[src/rtl/keypad_entry_fsm.sv]
// Keypad entry controller: decodes one-hot {row, col} key strobes into a BCD entry
// with backspace/clear/enter editing, and hands the finished entry off via valid/ready.
module keypad_entry_fsm #(
    parameter int MAX_DIGITS = 4
) (
    input  logic                    clk,
    input  logic                    rst,
    input  logic [7:0]              cur_key,
    input  logic                    strobe,
    input  logic                    entry_ready,
    output logic [4*MAX_DIGITS-1:0] entry_bcd,
    output logic [3:0]              entry_len,
    output logic                    entry_valid,
    output logic [3:0]              last_key,
    output logic                    key_err,
    output logic                    busy
);

    localparam int         W       = 4 * MAX_DIGITS;
    localparam logic [3:0] MAX_LEN = 4'(MAX_DIGITS);
    localparam logic [3:0] KEY_CLR = 4'hA;
    localparam logic [3:0] KEY_BS  = 4'hE;
    localparam logic [3:0] KEY_ENT = 4'hF;
    // Nibble at index {row, col} is the hex code; row 0 is the top, col 0 the left.
    localparam logic [63:0] KEY_MAP = 64'hDF0E_C987_B654_A321;

    generate
        if (MAX_DIGITS < 1 || MAX_DIGITS > 8) begin : g_bad_max_digits
            $error("keypad_entry_fsm: MAX_DIGITS must be in 1..8");
        end
    endgenerate

    typedef enum logic [1:0] {IDLE, ENTRY, SUBMIT} state_t;
    state_t state;

    logic [1:0] row_idx, col_idx;
    logic       row_ok, col_ok, key_ok, is_digit;
    logic [3:0] key_code;

    always_comb begin
        row_ok  = 1'b1;
        col_ok  = 1'b1;
        row_idx = 2'd0;
        col_idx = 2'd0;
        case (cur_key[7:4])
            4'b1000: row_idx = 2'd0;
            4'b0100: row_idx = 2'd1;
            4'b0010: row_idx = 2'd2;
            4'b0001: row_idx = 2'd3;
            default: row_ok  = 1'b0;
        endcase
        case (cur_key[3:0])
            4'b1000: col_idx = 2'd0;
            4'b0100: col_idx = 2'd1;
            4'b0010: col_idx = 2'd2;
            4'b0001: col_idx = 2'd3;
            default: col_ok  = 1'b0;
        endcase
        key_ok   = row_ok && col_ok;
        key_code = KEY_MAP[{row_idx, col_idx, 2'b00} +: 4];
        is_digit = (key_code <= 4'd9);
    end

    // NOTE: every register below is state, so only non-blocking assignments are used here.
    always_ff @(posedge clk or posedge rst) begin
        if (rst) begin
            state       <= IDLE;
            entry_bcd   <= '0;
            entry_len   <= 4'd0;
            entry_valid <= 1'b0;
            busy        <= 1'b0;
            last_key    <= 4'd0;
            key_err     <= 1'b0;
        end else begin
            key_err <= 1'b0;
            case (state)
                SUBMIT: begin
                    // Strobes are ignored here; only the handshake moves us on.
                    if (entry_ready) begin
                        entry_bcd   <= '0;
                        entry_len   <= 4'd0;
                        entry_valid <= 1'b0;
                        busy        <= 1'b0;
                        state       <= IDLE;
                    end
                end
                default: begin
                    if (strobe) begin
                        if (!key_ok) begin
                            key_err <= 1'b1;
                        end else begin
                            last_key <= key_code;
                            // IDLE always holds len 0 and bcd 0, so IDLE and ENTRY share the editing paths.
                            if (is_digit) begin
                                if (entry_len == MAX_LEN) begin
                                    key_err <= 1'b1;
                                end else begin
                                    entry_bcd <= (entry_bcd << 4) | W'(key_code);
                                    entry_len <= entry_len + 4'd1;
                                    state     <= ENTRY;
                                end
                            end else if (key_code == KEY_BS) begin
                                if (state == ENTRY) begin
                                    entry_bcd <= entry_bcd >> 4;
                                    entry_len <= entry_len - 4'd1;
                                    if (entry_len == 4'd1)
                                        state <= IDLE;
                                end
                            end else if (key_code == KEY_CLR) begin
                                entry_bcd <= '0;
                                entry_len <= 4'd0;
                                state     <= IDLE;
                            end else if (key_code == KEY_ENT) begin
                                if (state == ENTRY) begin
                                    entry_valid <= 1'b1;
                                    busy        <= 1'b1;
                                    state       <= SUBMIT;
                                end else begin
                                    key_err <= 1'b1;
                                end
                            end
                        end
                    end
                end
            endcase
        end
    end

endmodule

[config.mk]
export PLATFORM = sky130hd
export DESIGN_NAME = keypad_entry_fsm
export DESIGN_NICKNAME = d
export VERILOG_FILES = /design/src/rtl/keypad_entry_fsm.sv
export SDC_FILE = /design/constraint.sdc
export NUM_CORES = 1
export LEC_CHECK = 0
export ABC_AREA = 1
export BUFFER_PORTS_ARGS = -buffer_cell sky130_fd_sc_hd__buf_2
export CAP_MARGIN = 0
export CORE_MARGIN = 3
export CORE_UTILIZATION = 50
export CTS_CLUSTER_DIAMETER = 30
export DETAILED_ROUTE_END_ITERATION = 8
export GPL_TIMING_DRIVEN = 1
export HOLD_SLACK_MARGIN = 0.02
export PLACE_DENSITY = 0.73
export SYNTH_ARGS = -nofsm -noshare
export SYNTH_HDL_FRONTEND = slang
export SYNTH_SLANG_ARGS = --single-unit
[constraint.sdc]
create_clock -name clk -period 5 [get_ports clk]
set_input_delay 1.25 -clock clk [delete_from_list [all_inputs] [get_ports clk]]
set_output_delay 1.25 -clock clk [all_outputs]
set_load 0.02 [all_outputs]
==> metrics.md, run 1 <==
| Metric | Value |
|---|---|
| Die height | `71.7 um` |
| Crit. End Element | `flip-flop` |
| Slew Limit Headroom | `29.3%` |
| Filler instances | `392` |
| Setup crit start | `cur_key[1]` |
| Slew Limit Fails | `0` |
| Commonest non-fill, non-tap cells in the layout | `nand2_1, buf_2, dfrtp_1` |
| Post-CTS Setup Inserts | `0` |
| Layout Skew | `0.00381 ns` |
| PwrDens | `roughly 450 mW/mm2` |
| Setup tns final | `0 ns` |
| CP endpoint | `entry_len[3]` |
| Final WL | `4770 um` |
| DP Area | `0.00235 mm2` |
| Max_cap viols | `0` |
| Syn Inst Count | `roughly 280` |
| Vias in the first global route | `1784` |
| Met2 Wirelength | `2140 um` |
| #FFs+latches synth | `28` |
| Total grt overflow | `0` |
| Met3 routed WL | `around 190 um` |
| Seq/Total Area, Yosys | `32.4%` |
| Die Footprint | `0.00514 mm2` |
| Commonest non-fill, non-tap cell in the layout | `nand2_1` |
| DP HPWL | `between 3000 and 4000 um` |
| CTS tree | `yes` |
| Initial antenna violation count | `0` |
| Worst Path Arrival | `3.55 ns` |
| Non-Filler Instances | `368` |
| Switching share of total power | `a little under half` |
| Slowest library cell on the worst path | `o21ai_0` |
| Die Wd | `71.7 um` |
| Core Area | `0.00409 mm2` |
| Post-synthesis simple-gate area fraction | `39.5%` |
| Compound-Gate Fraction of Synth Area | `11.4%` |
| Gates resized, CTS repair | `0` |
| Switching power total | `493 uW` |
| # diodes | `0` |
| Number of detailed-routing iterations run before antenna repair | `4` |
| Fin nets | `around 340` |
| Xor/xnor cell area share of the yosys netlist | `roughly 1.6%` |
| Reg2reg start | `state[0]` |
| Routability cong. | `0.884` |
| Vias per std cell | `~5.3` |
| Post-synth net total | `306` |
| CP Cell Sequence | `buf_2 -> inv_1 -> nand2_1 -> o21ai_0 -> ha_1 -> nand2_1 -> nand3_2 -> nand2_4 -> nand2_4 -> inv_4 -> nand3_2 -> nand3_1 -> nor2_4 -> nand2_1 -> o21ai_1` |
| Row count | `23` |
| GRT Util Overall | `between 10% and 20%` |
| Leak | `1.26 nW` |
| H-Tree Depth | `1` |
| Drt first-iter violations | `80` |
| Worst-path clk slew | `0.10 ns` |
| Min Tclk post-route | `3.35 ns` |
| First-pass GRT wire length | `8190 um` |
| FF-to-FF path depth | `11` |
| Cell Int Power | `603 uW` |
| DRT antenna net count | `0` |
| Max Freq | `about 300 MHz` |
| Synthesized cell area | `0.00216 mm2` |
| Setup violations, final | `0` |
| Share of cells above drive strength 1 | `29.2%` |
| Hold Slack | `0.512 ns` |
| Post-synthesis mux area share | `0%` |
| CP Launch Type | `input port` |
| Data required, critical path | `5.20 ns` |
| Placed Instances | `~360` |
| Worst-path maximum fanout | `22` |
| RSZ-0062 raised after global routing | `no` |
| Library cells used by synthesis | `33` |
| Post-synthesis adder-cell area fraction | `5.79%` |
| Max Used Layer | `met4` |
| Worst VDD drop | `0.352 mV` |
| Combinational share of power | `48.2%` |
| Yosys warning count | `0` |
| Syn Area/Cell | `roughly 7.6 um2` |
| Crit-path max cell delay | `roughly 0.43 ns` |
| Status | `finished, final reports clean` |
| # DRC | `0` |
| Initial Util | `about 53%` |
| # port buffers | `38` |
| HP Class | `flip-flop to flip-flop` |
| Post-route cell area | `0.00242 mm2` |
| Post-cts hold buffer count | `0` |
| Worst-Skew Late Latency | `0.28 ns` |
| Pin count of the biggest net entering global routing | `29` |
| CP dominant cell by count | `nand2_1` |
| # clock sinks | `28` |
| Final hold viol count | `0` |
| Crit Path Category | `input port to flip-flop` |
| Largest family of logic cells by synthesized area | `simple AND/OR/NAND/NOR gates` |
| Reg2reg end | `entry_len[3]` |
| CTS buffer count | `3` |
| Num ports | `39` |
| Via Count | `a little under 2000` |
| Area delta synth->final | `12.1%` |
| Period utilization | `66.9%` |
| Met1 wire length | `2400 um` |
| Flop2flop setup slack | `approximately 2.4 ns` |
| Clock Power Share | `16.4%` |
| Slew at the pin closest to its max-slew limit | `1.06 ns` |
| Root buffer cell | `clkbuf_8` |
| Clock Tree Buf Depth | `2` |
| Reg power frac | `35.4%` |
| Routed wire per std cell | `13.0 um` |
-- power groups by stage --
stage | combinational (mW) | sequential, mW | clock, mW
after CTS | 0.531 | 0.388 | 0.183
after floorplan | 0.281 | 0.482 | 0
after detailed placement | 0.525 | 0.392 | 0
after global routing | 0.590 | 0.400 | 0.192
final | 0.529 | 0.388 | 0.180
after global placement | 0.523 | 0.389 | 0
-- metal layers --
metal | up-vias | track usage [%]
met3 | 6 | 3.51
met1 | 908 | 29.0
met4 | 0 | 3.76
met5 | - | 0
met2 | 42 | 30.3
li1 | 991 | -
-- stage by stage --
stage | utilization (%) | setup WS (ns) | power, mW
after CTS | 59.2 | 1.65 | 1.10
after global routing | 59.2 | 1.41 | 1.18
after global placement | 57.5 | 1.50 | 0.912
after detailed placement | 57.5 | 1.43 | 0.917
after floorplan | - | 1.98 | 0.764
final | 59.2 | 1.65 | 1.10
-- cell type report --
| class | count | area, um2 | share of cell area, % |
|---|---|---|---|
| Inverter | 35 | 135 | 5.58 |
| Timing Repair Buffer | 38 | 190 | 7.86 |
| Sequential cell | 28 | 701 | 29.0 |
| Clock inverter | 1 | 30.0 | 1.24 |
| Clock buffer | 3 | 41.3 | 1.71 |
| Tap cell | 50 | 62.6 | 2.59 |
| Multi-Input combinational cell | 213 | 1260 | 52.1 |
-- worst max-delay path: cells and delay by family --
family / cells / cell delay (ns)
simple gates: 9 / 1.24
compound gates: 2 / 0.56
buf+inv: 3 / 0.25
fa+ha+maj: 1 / 0.23
-- worst min-delay path by stage --
stage,startpoint,to,slack (ns),cells after the start
after global placement,last_key[3],last_key[3],0.48,2
after global routing,entry_bcd[3],entry_bcd[3],0.54,2
after CTS,last_key[1],last_key[1],0.51,2
after detailed placement,last_key[0],last_key[0],0.47,2
after floorplan,state[1],state[1],0.47,2
final,last_key[3],last_key[3],0.51,2
-- synth_stat cells, drive strengths merged --
cell / count / area, um2
nand2: 90 / 403
o21ai: 36 / 210
inv: 34 / 130
nand3: 32 / 225
dfrtp: 28 / 701
nor2: 26 / 161
ha: 10 / 125
buf: 7 / 60.1
nand4: 7 / 43.8
xor2: 4 / 35.0
o32ai: 2 / 17.5
or2: 2 / 12.5
a21oi: 1 / 5.00
a31oi: 1 / 6.26
clkbuf: 1 / 3.75
clkinv: 1 / 5.00
nand3b: 1 / 7.51
o21bai: 1 / 7.51
-- sequential cells by signal (all words and copies together), names as in the netlist --
signal	count
entry_bcd	16
entry_len	4
last_key	4
state	2
busy	1
key_err	1
-- cell families (layout without fill, tap and decap cells) --
family / count (synthesis) / after routing
DFF: 28 / 28
adders and majority gates: 10 / 10
AOI/OAI and AO/OA: 41 / 41
xor gates and xnor gates: 4 / 4
and+or+nand+nor: 158 / 158
buffers and inverters: 43 / 77
Power figures use the tool's default switching activity.
==> run 2, diff against run 1 <==
--- a/config.mk
+++ b/config.mk
@@ -14,7 +14,7 @@
 export DETAILED_ROUTE_END_ITERATION = 8
 export GPL_TIMING_DRIVEN = 1
 export HOLD_SLACK_MARGIN = 0.02
-export PLACE_DENSITY = 0.73
+export PLACE_DENSITY = 0.76
 export SYNTH_ARGS = -nofsm -noshare
 export SYNTH_HDL_FRONTEND = slang
 export SYNTH_SLANG_ARGS = --single-unit
==> constraint.sdc (replaced) <==
create_clock -name clk -period 2.9 [get_ports clk]
set_input_delay 0.725 -clock clk [delete_from_list [all_inputs] [get_ports clk]]
set_output_delay 0.725 -clock clk [all_outputs]
set_load 0.02 [all_outputs]
==> metrics.md, run 2 (synthesis gave the netlist of run 1 again) <==
| Metric | Value |
|---|---|
| Status | `finished, final reports clean` |
| Combinational share of power | `48.3% (about the same)` |
| # diodes | `0 (unchanged)` |
| Gates resized, CTS repair | `0 (unchanged)` |
| Total grt overflow | `0 (unchanged)` |
| Commonest non-fill, non-tap cells in the layout | `nand2_1, buf_2, dfrtp_1` |
| Initial Util | `52.8% (unchanged)` |
| Commonest non-fill, non-tap cell in the layout | `nand2_1` |
| Clock Tree Buf Depth | `2 (unchanged)` |
| Share of cells above drive strength 1 | `30.6% (+1.3 points)` |
| Max reg flops | `16 (unchanged)` |
| Setup crit start | `cur_key[1]` |
| Period utilization | `88.8%` |
| Regs by FF count | `entry_bcd: 16 flops, entry_len: 4 flops, last_key: 4 flops` |
| Data required, critical path | `3.11 ns (-2.09 ns)` |
| Worst slack, placed | `0.0469 ns (-1.38 ns)` |
| Clock Power Share | `16.4% (about the same)` |
| Die Footprint | `0.00514 mm2 (unchanged)` |
| CP Launch Type | `input port` |
| Switching power total | `859 uW (+74%)` |
| Worst VDD drop | `0.462 mV (+31%)` |
| Drt first-iter violations | `93 (+16%)` |
| Max_cap viols | `0 (unchanged)` |
| # port buffers | `38 (unchanged)` |
| Die Wd | `71.7 um (unchanged)` |
| Num ports | `39 (unchanged)` |
| Reg power frac | `35.2% (-0.2 points)` |
| RSZ-0062 raised after global routing | `no` |
| Largest Register | `entry_bcd` |
| Row count | `23 (unchanged)` |
| Flop2flop setup slack | `0.98 ns (-1.37 ns)` |
| Post-CTS Setup Inserts | `0 (unchanged)` |
| Worst Path Arrival | `2.78 ns (-0.77 ns)` |
| Die height | `71.7 um (unchanged)` |
| # DRC | `0 (unchanged)` |
| PwrDens | `771 mW/mm2 (+70%)` |
| DRT antenna net count | `0 (unchanged)` |
| Reg2reg end | `entry_bcd[6]` |
| Reg2reg start | `state[0]` |
| Leak | `1.30 nW (+2.6%)` |
| Worst-Skew Late Latency | `0.28 ns (about the same)` |
| Hold Slack | `0.492 ns (-0.0198 ns)` |
| Max Freq | `388 MHz` |
| CTS buffer count | `3 (unchanged)` |
| Worst-path clk slew | `0.10 ns (about the same)` |
| Vias per std cell | `5.20 (-1.8%)` |
| Pin count of the biggest net entering global routing | `29 (unchanged)` |
| Layout Skew | `0.00283 ns (-0.000977 ns)` |
| FF-to-FF path depth | `12 (+1)` |
| Core Area | `0.00409 mm2 (unchanged)` |
| Crit. End Element | `flip-flop` |
| Area delta synth->final | `14.7%` |
| Vias in the first global route | `1775 (-0.50%)` |
| Cell Int Power | `1.05 mW (+74%)` |
| Post-cts hold buffer count | `0 (unchanged)` |
| Crit Path Category | `input port to flip-flop` |
| Setup violations, final | `0 (unchanged)` |
| H-Tree Depth | `1 (unchanged)` |
| Min Tclk post-route | `2.58 ns` |
| Routability cong. | `0.897 (+1.5%)` |
| Final setup margin | `0.324 ns (-1.33 ns)` |
| Root buffer cell | `clkbuf_8` |
| Setup tns final | `0 ns (unchanged)` |
| Filler instances | `397 (+1.3%)` |
| Slew Limit Headroom | `69.7% (+40 points)` |
| Slew Limit Fails | `0 (unchanged)` |
| Worst-path maximum fanout | `11 (-50%)` |
| First-pass GRT wire length | `8190 um (unchanged)` |
| Switching share of total power | `45.0% (about the same)` |
| Slew at the pin closest to its max-slew limit | `0.450 ns (-0.610 ns)` |
| Pwr Total | `1.91 mW (+74%)` |
| Fin nets | `347 (+1.8%)` |
| CTS tree | `yes` |
| DP HPWL | `3730 um (+5.9%)` |
| GRT Util Overall | `19.9% (+0.22 points)` |
| Via Count | `1944 (-0.15%)` |
| HP Class | `input port to async pin` |
| # clock sinks | `28 (unchanged)` |
| Final hold viol count | `0 (unchanged)` |
| Initial antenna violation count | `0 (unchanged)` |
| Routed wire per std cell | `12.9 um (-0.33%)` |
| CP endpoint | `entry_len[3]` |
| Final WL | `4840 um (+1.3%)` |
| Number of detailed-routing iterations run before antenna repair | `4 (unchanged)` |
run 2: critical path, cell delays in order:
cell     delay [ns]
buf_2          0.10
inv_1          0.07
nand2_1        0.11
o21ai_0        0.41
ha_1           0.22
nand2_1        0.05
nand3_1        0.08
nand2_2        0.10
inv_2          0.10
nand2_1        0.07
nand2_1        0.12
nand2_2        0.12
inv_2          0.19
nand2_1        0.06
o21ai_0        0.07
nand2_1        0.08
o21ai_1        0.10
run 2: cell type report:
| class | instances | area [um2] | area share (%) |
|---|---|---|---|
| Inverter | 35 | 135 | 5.45 |
| Multi-Input combinational cell | 213 | 1260 | 50.9 |
| Sequential cell | 28 | 701 | 28.3 |
| Clock inverter | 1 | 30.0 | 1.21 |
| Clock buffer | 3 | 41.3 | 1.67 |
| Tap cell | 50 | 62.6 | 2.53 |
| Timing Repair Buffer | 44 | 248 | 10.0 |
run 2: power by group through the flow:
stage / clock network [mW] / logic (mW) / registers [mW]
global placement: 0 / 0.907 / 0.675
floorplan: 0 / 0.485 / 0.832
CTS: 0.319 / 0.932 / 0.672
global route: 0.335 / 1.02 / 0.693
finish: 0.314 / 0.923 / 0.673
detailed placement: 0 / 0.925 / 0.678
run 2: routing by layer:
metal | wire (um) | vias up | track usage [%]
met3 | 266 | 6 | 3.51
li1 | - | 991 | -
met2 | 2270 | 53 | 32.0
met1 | 2260 | 894 | 27.9
met5 | 0 | - | 0
met4 | 36 | 0 | 4.59
run 2: worst min path at each step:
stage | startpoint | endpoint | slack (ns) | cells after the start
global route | rst | last_key[1] | 0.53 | 3
finish | rst | last_key[1] | 0.49 | 3
detailed placement | last_key[3] | last_key[3] | 0.48 | 2
floorplan | state[1] | state[1] | 0.47 | 2
global placement | last_key[3] | last_key[3] | 0.48 | 2
CTS | rst | last_key[1] | 0.51 | 3
run 2: through the flow:
| step | std cells | utilization (%) | instance area [um2] |
|---|---|---|---|
| after floorplan | 284 | - | 2160 |
| after global placement | 370 | 58.9 | 2410 |
| after detailed placement | 370 | 58.9 | 2410 |
| after CTS | 374 | 60.6 | 2480 |
| after global routing | 374 | 60.6 | 2480 |
| final | 374 | 60.6 | 2480 |
==> run 3, diff against run 2 <==
--- a/config.mk
+++ b/config.mk
@@ -15,6 +15,7 @@
 export GPL_TIMING_DRIVEN = 1
 export HOLD_SLACK_MARGIN = 0.02
 export PLACE_DENSITY = 0.76
+export REMOVE_ABC_BUFFERS = 1
 export SYNTH_ARGS = -nofsm -noshare
 export SYNTH_HDL_FRONTEND = slang
 export SYNTH_SLANG_ARGS = --single-unit
==> metrics.md, run 3 (synthesis gave the netlist of run 1 again) <==
| Metric | Value |
|---|---|
| Worst-Skew Late Latency | `0.28 ns (about the same)` |
| Row count | `23 (unchanged)` |
| CP dominant cell by count | `nand2_1` |
| Post-route cell area | `0.00247 mm2 (-0.30%)` |
| Post-CTS Setup Inserts | `0 (unchanged)` |
| Worst-path maximum fanout | `18 (+7)` |
| Status | `finished, final reports clean` |
| Drt first-iter violations | `132 (+42%)` |
| Die Wd | `71.7 um (unchanged)` |
| Final hold viol count | `0 (unchanged)` |
| HP Class | `input port to async pin` |
| Initial antenna violation count | `0 (unchanged)` |
| Period utilization | `88.6% (-0.25 points)` |
| Area delta synth->final | `14.4%` |
| FF-to-FF path depth | `12 (unchanged)` |
| PwrDens | `768 mW/mm2 (-0.41%)` |
| Routed wire per std cell | `12.9 um (-0.44%)` |
| Reg2reg start | `state[0]` |
| Vias in the first global route | `1848 (+4.1%)` |
| Leak | `1.29 nW (-0.42%)` |
| Crit-path max cell delay | `0.43 ns (+0.02 ns)` |
| DP HPWL | `3630 um (-2.6%)` |
| # DRC | `0 (unchanged)` |
| CTS tree | `yes` |
| Pwr Total | `1.90 mW (-0.72%)` |
| Worst-path clk slew | `0.10 ns (about the same)` |
| CP Launch Type | `input port` |
| Initial Util | `52.8% (unchanged)` |
| Data required, critical path | `3.07 ns (-0.04 ns)` |
| Core Area | `0.00409 mm2 (unchanged)` |
| Setup tns final | `0 ns (unchanged)` |
| Max Freq | `389 MHz (+0.28%)` |
| Setup violations, final | `0 (unchanged)` |
| Root buffer cell | `clkbuf_8` |
| Slew at the pin closest to its max-slew limit | `0.483 ns (+0.0323 ns)` |
| Number of detailed-routing iterations run before antenna repair | `4 (unchanged)` |
| Pin count of the biggest net entering global routing | `29 (unchanged)` |
| # diodes | `0 (unchanged)` |
| Crit Path Category | `input port to flip-flop` |
| Routability cong. | `0.927 (+3.4%)` |
| Commonest non-fill, non-tap cells in the layout | `nand2_1, buf_2, dfrtp_1` |
| Slew Limit Fails | `0 (unchanged)` |
| Hold Slack | `0.490 ns (-0.00179 ns)` |
| # port buffers | `38 (unchanged)` |
| Gates resized, CTS repair | `0 (unchanged)` |
| Vias per std cell | `5.16 (-0.66%)` |
| Filler instances | `377 (-5.0%)` |
| Reg2reg end | `entry_len[0]` |
| Final WL | `4800 um (-0.70%)` |
| Slowest library cell on the worst path | `o21ai_0` |
| Finished Core Util | `60.4% (-0.18 points)` |
| Largest Register | `entry_bcd` |
| Total grt overflow | `0 (unchanged)` |
| Layout Skew | `0.00487 ns (+0.00203 ns)` |
| Clock Tree Buf Depth | `2 (unchanged)` |
| CP Cell Sequence | `buf_2 -> inv_1 -> nand2_1 -> o21ai_0 -> ha_1 -> nand2_1 -> nand3_2 -> nand2_4 -> nand2_4 -> inv_4 -> nand3_2 -> nand2_1 -> nor2_4 -> nand2_4 -> nand2_1 -> o21ai_2` |
| Post-cts hold buffer count | `0 (unchanged)` |
| Via Count | `1926 (-0.93%)` |
| Die height | `71.7 um (unchanged)` |
| DRT antenna net count | `0 (unchanged)` |
| Die Footprint | `0.00514 mm2 (unchanged)` |
| Worst VDD drop | `0.445 mV (-3.7%)` |
| Fin nets | `346 (-0.29%)` |
| Min Tclk post-route | `2.57 ns (-0.00730 ns)` |
| Slew Limit Headroom | `67.5% (-2.2 points)` |
| Max_cap viols | `0 (unchanged)` |
| RSZ-0062 raised after global routing | `no` |
| Crit. End Element | `flip-flop` |
| Regs by FF count | `entry_bcd: 16 flops, entry_len: 4 flops, last_key: 4 flops` |
| H-Tree Depth | `1 (unchanged)` |
| Max reg flops | `16 (unchanged)` |
| Worst Path Arrival | `2.73 ns (-0.05 ns)` |
| Buffers plus inverters on the worst setup path | `3 (-1)` |
| First-pass GRT wire length | `8160 um (-0.34%)` |
| DP Area | `0.00240 mm2 (-0.31%)` |
| Num ports | `39 (unchanged)` |
| Commonest non-fill, non-tap cell in the layout | `nand2_1` |
| GRT Util Overall | `19.5% (-0.33 points)` |
| CP delay by family, top | `simple AND/OR/NAND/NOR gates` |
| Share of cells above drive strength 1 | `30.3% (-0.21 points)` |
| CTS buffer count | `3 (unchanged)` |
| Flop2flop setup slack | `0.91 ns (-0.07 ns)` |
| # clock sinks | `28 (unchanged)` |
run 3: worst max-delay path by stage:
stage / startpoint / end / slack, ns / cells past startpoint
after floorplan: cur_key[3] / entry_len[0] / 0.34 / 13
after global placement: cur_key[3] / entry_bcd[8] / 0.11 / 14
after detailed placement: cur_key[1] / entry_bcd[3] / 0.05 / 16
after CTS: cur_key[1] / entry_bcd[9] / 0.35 / 16
after global routing: cur_key[1] / entry_bcd[5] / 0.09 / 17
final: cur_key[1] / entry_len[0] / 0.33 / 16
run 3: layout make-up:
| class | count | area, um2 | area share (%) |
|---|---|---|---|
| inverter | 35 | 135 | 5.47 |
| multi-input combinational | 213 | 1260 | 51.0 |
| clock inverter | 1 | 30.0 | 1.22 |
| tap | 50 | 62.6 | 2.53 |
| clock buffer | 3 | 41.3 | 1.67 |
| timing repair buffer | 43 | 240 | 9.73 |
| sequential | 28 | 701 | 28.4 |
run 3: routing by layer:
metal,vias to the layer above,track usage (%),share of wire (%)
li1,992,-,-
met2,53,33.2,47
met5,-,0,0
met1,879,26.7,47
met4,0,2.92,0.29
met3,2,3.37,5.3
run 3: where the power goes:
| group | total (mW) | internal, mW | switching (mW) | leakage (nW) |
|---|---|---|---|---|
| clock network | 0.309 | 0.185 | 0.124 | 0.0357 |
| logic | 0.918 | 0.324 | 0.594 | 0.897 |
| registers | 0.669 | 0.539 | 0.130 | 0.357 |
| total | 1.90 | 1.05 | 0.848 | 1.29 |
run 3: through the flow:
stage | instances | setup slack (ns)
after floorplan | 276 | 0.339
after global placement | 369 | 0.113
after detailed placement | 369 | 0.0454
after CTS | 373 | 0.350
after global routing | 373 | 0.0864
final | 373 | 0.331
run 3: worst min-delay path: cells and delay by family:
kind	cells	cell delay (ns)
buf+inv	3	0.46
